--- src/rtl/stg_wb_commit.sv ---
// stg_wb_commit: EX writeback/commit stage, one pipeline register feeding the GP/AR/SR files.
// Latency: a beat captured at edge N is on the bypass after N and in the files after N+1.
// Backpressure: iw_stall freezes capture, commit and the retire counter; iw_flush drops only the incoming beat.
// Ports: iw_clk, iw_rst (sync, active high); iw_valid/iw_stall/iw_flush beat control;
//        iw_tgt_{gp,ar,sr}[_we] + iw_{,ar_,sr_}result write-backs; iw_rd_* read indices;
//        ow_*_val bypassed read data, ow_flags committed FL[3:0], ow_retired, ow_pending.
module stg_wb_commit #(
   parameter int DATA_W = 24,
   parameter int ADDR_W = 48,
   parameter int GP_N   = 16,
   parameter int AR_N   = 4,
   parameter int SR_N   = 4
) (
   input  logic                      iw_clk,
   input  logic                      iw_rst,
   input  logic                      iw_valid,
   input  logic [$clog2(GP_N)-1:0]   iw_tgt_gp,
   input  logic                      iw_tgt_gp_we,
   input  logic [DATA_W-1:0]         iw_result,
   input  logic [$clog2(AR_N)-1:0]   iw_tgt_ar,
   input  logic                      iw_tgt_ar_we,
   input  logic [ADDR_W-1:0]         iw_ar_result,
   input  logic [$clog2(SR_N)-1:0]   iw_tgt_sr,
   input  logic                      iw_tgt_sr_we,
   input  logic [ADDR_W-1:0]         iw_sr_result,
   input  logic                      iw_stall,
   input  logic                      iw_flush,
   input  logic [$clog2(GP_N)-1:0]   iw_rd_gp_a,
   input  logic [$clog2(GP_N)-1:0]   iw_rd_gp_b,
   input  logic [$clog2(AR_N)-1:0]   iw_rd_ar,
   input  logic [$clog2(SR_N)-1:0]   iw_rd_sr,
   output logic [DATA_W-1:0]         ow_gp_a_val,
   output logic [DATA_W-1:0]         ow_gp_b_val,
   output logic [ADDR_W-1:0]         ow_ar_val,
   output logic [ADDR_W-1:0]         ow_sr_val,
   output logic [3:0]                ow_flags,
   output logic [ADDR_W-1:0]         ow_retired,
   output logic                      ow_pending
);

   localparam int GP_IW  = $clog2(GP_N);
   localparam int AR_IW  = $clog2(AR_N);
   localparam int SR_IW  = $clog2(SR_N);
   localparam int FL_IDX = 2;

   typedef struct packed {
      logic              gp_we;
      logic [GP_IW-1:0]  gp_idx;
      logic [DATA_W-1:0] gp_dat;
      logic              ar_we;
      logic [AR_IW-1:0]  ar_idx;
      logic [ADDR_W-1:0] ar_dat;
      logic              sr_we;
      logic [SR_IW-1:0]  sr_idx;
      logic [ADDR_W-1:0] sr_dat;
   } beat_t;

   logic [DATA_W-1:0] gp_q [GP_N];
   logic [DATA_W-1:0] gp_d [GP_N];
   logic [ADDR_W-1:0] ar_q [AR_N];
   logic [ADDR_W-1:0] ar_d [AR_N];
   logic [ADDR_W-1:0] sr_q [SR_N];
   logic [ADDR_W-1:0] sr_d [SR_N];
   beat_t             beat_q, beat_d;
   logic              pending_q, pending_d;
   logic [ADDR_W-1:0] retired_q, retired_d;
   logic              capture;

   assign capture = iw_valid && !iw_flush;

   always_comb begin
      gp_d      = gp_q;
      ar_d      = ar_q;
      sr_d      = sr_q;
      beat_d    = beat_q;
      pending_d = pending_q;
      retired_d = retired_q;
      if (!iw_stall) begin
         // Commit the older beat and capture the new one in the same edge.
         if (pending_q) begin
            if (beat_q.gp_we) gp_d[beat_q.gp_idx] = beat_q.gp_dat;
            if (beat_q.ar_we) ar_d[beat_q.ar_idx] = beat_q.ar_dat;
            if (beat_q.sr_we) sr_d[beat_q.sr_idx] = beat_q.sr_dat;
            retired_d = retired_q + ADDR_W'(1);
         end
         pending_d = capture;
         if (capture) begin
            beat_d.gp_we  = iw_tgt_gp_we;
            beat_d.gp_idx = iw_tgt_gp;
            beat_d.gp_dat = iw_result;
            beat_d.ar_we  = iw_tgt_ar_we;
            beat_d.ar_idx = iw_tgt_ar;
            beat_d.ar_dat = iw_ar_result;
            beat_d.sr_we  = iw_tgt_sr_we;
            beat_d.sr_idx = iw_tgt_sr;
            beat_d.sr_dat = iw_sr_result;
         end
      end
   end

   always_ff @(posedge iw_clk) begin
      if (iw_rst) begin
         for (int i = 0; i < GP_N; i++) gp_q[i] <= '0;
         for (int i = 0; i < AR_N; i++) ar_q[i] <= '0;
         for (int i = 0; i < SR_N; i++) sr_q[i] <= '0;
         beat_q    <= '0;
         pending_q <= 1'b0;
         retired_q <= '0;
      end else begin
         gp_q      <= gp_d;
         ar_q      <= ar_d;
         sr_q      <= sr_d;
         beat_q    <= beat_d;
         pending_q <= pending_d;
         retired_q <= retired_d;
      end
   end

   // Bypass only from the registered beat; the iw_* write inputs never reach the read ports.
   assign ow_gp_a_val = (pending_q && beat_q.gp_we && beat_q.gp_idx == iw_rd_gp_a)
                        ? beat_q.gp_dat : gp_q[iw_rd_gp_a];
   assign ow_gp_b_val = (pending_q && beat_q.gp_we && beat_q.gp_idx == iw_rd_gp_b)
                        ? beat_q.gp_dat : gp_q[iw_rd_gp_b];
   assign ow_ar_val   = (pending_q && beat_q.ar_we && beat_q.ar_idx == iw_rd_ar)
                        ? beat_q.ar_dat : ar_q[iw_rd_ar];
   assign ow_sr_val   = (pending_q && beat_q.sr_we && beat_q.sr_idx == iw_rd_sr)
                        ? beat_q.sr_dat : sr_q[iw_rd_sr];

   // Flags come from the committed file only, so they lag the SR bypass by one edge.
   assign ow_flags    = sr_q[FL_IDX][3:0];
   assign ow_retired  = retired_q;
   assign ow_pending  = pending_q;

endmodule

--- config.mk ---
export PLATFORM = sky130hd
export DESIGN_NAME = stg_wb_commit
export DESIGN_NICKNAME = d
export VERILOG_FILES = /design/src/rtl/stg_wb_commit.sv
export SDC_FILE = /design/constraint.sdc
export NUM_CORES = 2
export LEC_CHECK = 0
export ABC_AREA = 1
export BUFFER_PORTS_ARGS = -buffer_cell sky130_fd_sc_hd__buf_2
export CORE_AREA = 4 4 315 317
export DETAILED_ROUTE_END_ITERATION = 8
export DIE_AREA = 0 0 319 321
export PLACE_DENSITY = 0.71
export SETUP_SLACK_MARGIN = 0.3
export SLEW_MARGIN = 20
export SYNTH_ARGS = -nofsm -noshare
export SYNTH_HDL_FRONTEND = slang
export SYNTH_SLANG_ARGS = --single-unit
--- constraint.sdc ---
create_clock -name iw_clk -period 2.83 [get_ports iw_clk]
set_clock_uncertainty 0.1 [all_clocks]
set_input_delay 0.283 -clock iw_clk [delete_from_list [all_inputs] [get_ports iw_clk]]
set_output_delay 0.283 -clock iw_clk [all_outputs]
set_load 0.01 [all_outputs]
==> impl_results.md <==
* Placed wire-length estimate at approximately 86000 um
* Outcome: complete, no violations
* Post-route DRC at 0
* Leakage Power at between 0.02 and 0.025 uW
* Share of layout cells above drive strength 1 at between 10% and 20%
* H-tree depth at 3
* Number of maximum-capacitance violations at 0
* Number of buffers on the longest clock path at 3
* Required @ worst endpoint at 2.45 ns
* Drt first-iter violations at slightly above 5000
* Tcrit/Tclk final at ~92%
* Share of synthesized area occupied by flip-flops and latches at around 43%
* Nets at about 6700
* Die ar. at between 100000 and 150000 um2
* Largest voltage drop on the vdd net at 0.0005712 V
* WL per Instance at a little under 20 um
* Launching element type of the critical path: register
* Clock-pin slew on the worst setup and hold paths at about 0.06 ns
* Port Buf Inserts at approximately 340
* Final estimated routing congestion in global placement at approximately 0.88
* Unrepaired setup endpoints after global routing: yes
* Drt total wl at roughly 150000 um
* Number of max-slew violations in the final report at 0
* Transition time of the tightest slew-check pin at about 0.89 ns
* Number of hold violations in the final report at 0
* Die X-Extent at 319 um
* F_max at just under 0.4 GHz
* Total Negative Setup Slacks at 0 ns
* Clk Latency, worst-skew pair at roughly 0.67 ns
* Synth-to-layout area growth at 22.14%
* Vertical extent of the die at ~320 um
* Pin count of the biggest net entering global routing at approximately 130
* Clock Tree Root: clkbuf_16
* Drt first pass iters at 7
* Netlist Area Pre-Place at approximately 44000 um2
* Cell with the biggest individual delay on the critical path: dfxtp_4
* Crit path capture type: output port
* Worst endpoint data arrival time at about 2.2 ns
* Number of buffers added by the clock tree synthesis step at 100
* Cell class contributing the biggest share of worst-path delay: buffers and inverters
* Post-layout instance area at 53900 um2
* Count of endpoints failing setup in the final report at 0
* Library cells used by synthesis at 35
* Antenna violations before repair at 13
* Post-route worst hold slack at 0.07497 ns
* Buffers and inverters on the worst path at 5
* Critical-path cell list: inv_4 -> o22ai_2 -> a21oi_2 -> nand2_4 -> buf_12 -> buf_8 -> nand2_2 -> o21ai_1 -> buf_4 -> buf_6
* Floorplan row count at between 100 and 150
* Syn_nets at between 6000 and 7000
* Clk sink count at 948
* Number of flip-flops and latches in the synthesized netlist at between 900 and 1000
* Cell area reported after detailed placement at around 47000 um2
* Min-Delay Path Class: in -> reg
* Per-cell via count in the routed design at about 5.8
* Syn. warnings at 0
* Total power density per cell area at about 570 nW/um2
* Global routing usage summed across all routing layers at between 20% and 30%
* Largest fanout of any net on the critical path at 6
* Ports placed on the boundary at roughly 350
* Core area at about 96000 um2
* Total congestion overflow at 0
* Clock tree from TritonCTS: done
* Filler Cells Inserted at between 8000 and 9000
* Via count of the first global-routing pass at approximately 42000
* Antenna violation net count after detailed routing at 0
* Worst path max stage delay at roughly 0.35 ns
* Final critical path time including I/O delays and setup at about 2.6 ns
* Vias at 45804
* First-pass GRT wire length at between 200000 and 250000 um
* Synthesized instance count at around 6400
* Relative max-transition margin at between 40% and 50%
* Initial cell density of the core at between 40 and 50%
* Kind of critical path: reg -> out
* Average footprint of a synthesized cell at 6.943 um2
==> layer usage <==
layer	track usage (%)	share of wire, %	up-vias	wire length, um
met5	0	0.044	-	68
met1	37.19	41	21192	62860
met2	45.41	45	2218	70170
met4	12.38	4.5	10	6992
li1	-	-	21933	-
met3	5.078	9.2	451	14190
==> layout by cell type (no fill, tap or decap), types with 18 or more instances in the layout <==
master	count
a21oi_1	967
buf_12	56
buf_2	300
buf_4	106
buf_6	52
clkbuf_1	21
clkbuf_16	110
clkbuf_8	18
clkinv_2	18
dfxtp_1	936
dlygate4sd3_1	133
inv_1	444
nand2_1	840
nand2_2	89
nand2_4	43
nand3_1	466
nor2_1	501
o211ai_1	146
o21ai_0	995
o21ai_1	88
o21ai_2	47
o21ai_4	19
o32ai_1	95
==> worst min-delay path, stage by stage <==
cell	delay, ns
buf_2	0.07
o21ai_0	0.24
a21oi_1	0.20
==> cell families (layout without fill, tap and decap cells) <==
kind of cell               count (synthesis)  count (layout)  synth area share (%)
buffers and inverters                   1041            1320                 9.526
other                                      0              10                     0
AOI/OAI and AO/OA                       2371            2371                 28.58
and+or+nand+nor                         1987            1990                 18.69
DFF                                      948             948                 43.00
adders and majority gates                  1               1               0.02835
xor gates and xnor gates                   9               9                0.1786
==> where the power goes <==
part	switching, uW	total [uW]	internal, uW
registers	121	13600	13400
clock network	5620	13800	8180
logic	2070	3220	1140
total	7810	30600	22800
==> cell type report <==
type,instances,area (um2),share of cell area (%)
clock inverter,40,551.8,1.024
inverter,465,1804,3.347
clock buffer,141,2879,5.341
timing repair buffer,671,5901,10.95
multi-input combinational,4371,22040,40.89
antenna,10,25.02,0.04642
timing repair inverter,3,90.09,0.1671
sequential,948,19010,35.27
tap,1276,1597,2.962
==> metrics by stage <==
stage	total power (uW)	worst slack (ns)	utilization, %	instances
after floorplan	15560	1.052	-	6357
after global placement	16570	0.3868	48.45	7531
after detailed placement	16590	0.3184	48.45	7531
after CTS	30490	0.2402	54.50	7896
after global routing	31600	0.1283	55.97	7920
final	30590	0.2389	55.99	7925
==> Yosys cell counts <==
master       n  area, um2
nor3_1       6      30.03
nand3_1    467       2337
o21bai_1     3      22.52
a211oi_1     3      22.52
nor2_4       1      11.26
inv_2       12      45.04
inv_1      450       1689
buf_4       17      127.6
or2_2        2      12.51
nor3_4       8      130.1
clkbuf_1   326       1224
xnor2_1      3      26.28
o21ai_1     62      310.3
dfxtp_1    948      18980
ha_1         1      12.51
nand2_4      2      22.52
xor2_1       6      52.55
nand3b_1     3      22.52
nor2b_1      1      6.260
o211ai_1   146       1096
nor3b_1      1      7.510
nand2_1    967       3630
o22ai_1      4      25.02
o21ai_0   1087       5440
nor2_2       5      31.28
clkbuf_2     1      5.000
nor2_1     508       1907
and2_1       1      6.260
buf_1       47      176.4
nand2_2      1      6.260
clkinv_1     3      11.26
a21oi_1    970       4855
o32ai_1     96      840.8
buf_2      185      925.9
nand4_1     14      87.58
==> sequential cells by signal, indices dropped and copies added, names as in the netlist <==
register / count
ar_q: 192
ow_flags: 4
beat_q: 131
ow_pending: 1
sr_q: 188
ow_retired: 48
gp_q: 384
==> worst paths after layout <==
path                               startpoint             to  slack, ns  depth (start not counted)
worst max-delay path               beat_q[48]  ow_sr_val[46]       0.24                         10
worst min-delay path            iw_result[15]    beat_q[117]       0.07                          3
worst max register to register     ow_pending      sr_q[141]       0.59                          8
worst min register to register    beat_q[130]    beat_q[130]       0.37                          2
==> repair_timing <==
item                                   4_1_cts  5_1_grt
endpoints found under the hold margin      142        0
gates resized for setup                    200      293
setup endpoints to repair                  144      143
cloned                                      13       13
pin swaps                                   31       29
hold buffers                               133        0
buffers inserted                            38        6
Power figures use the tool's default switching activity.
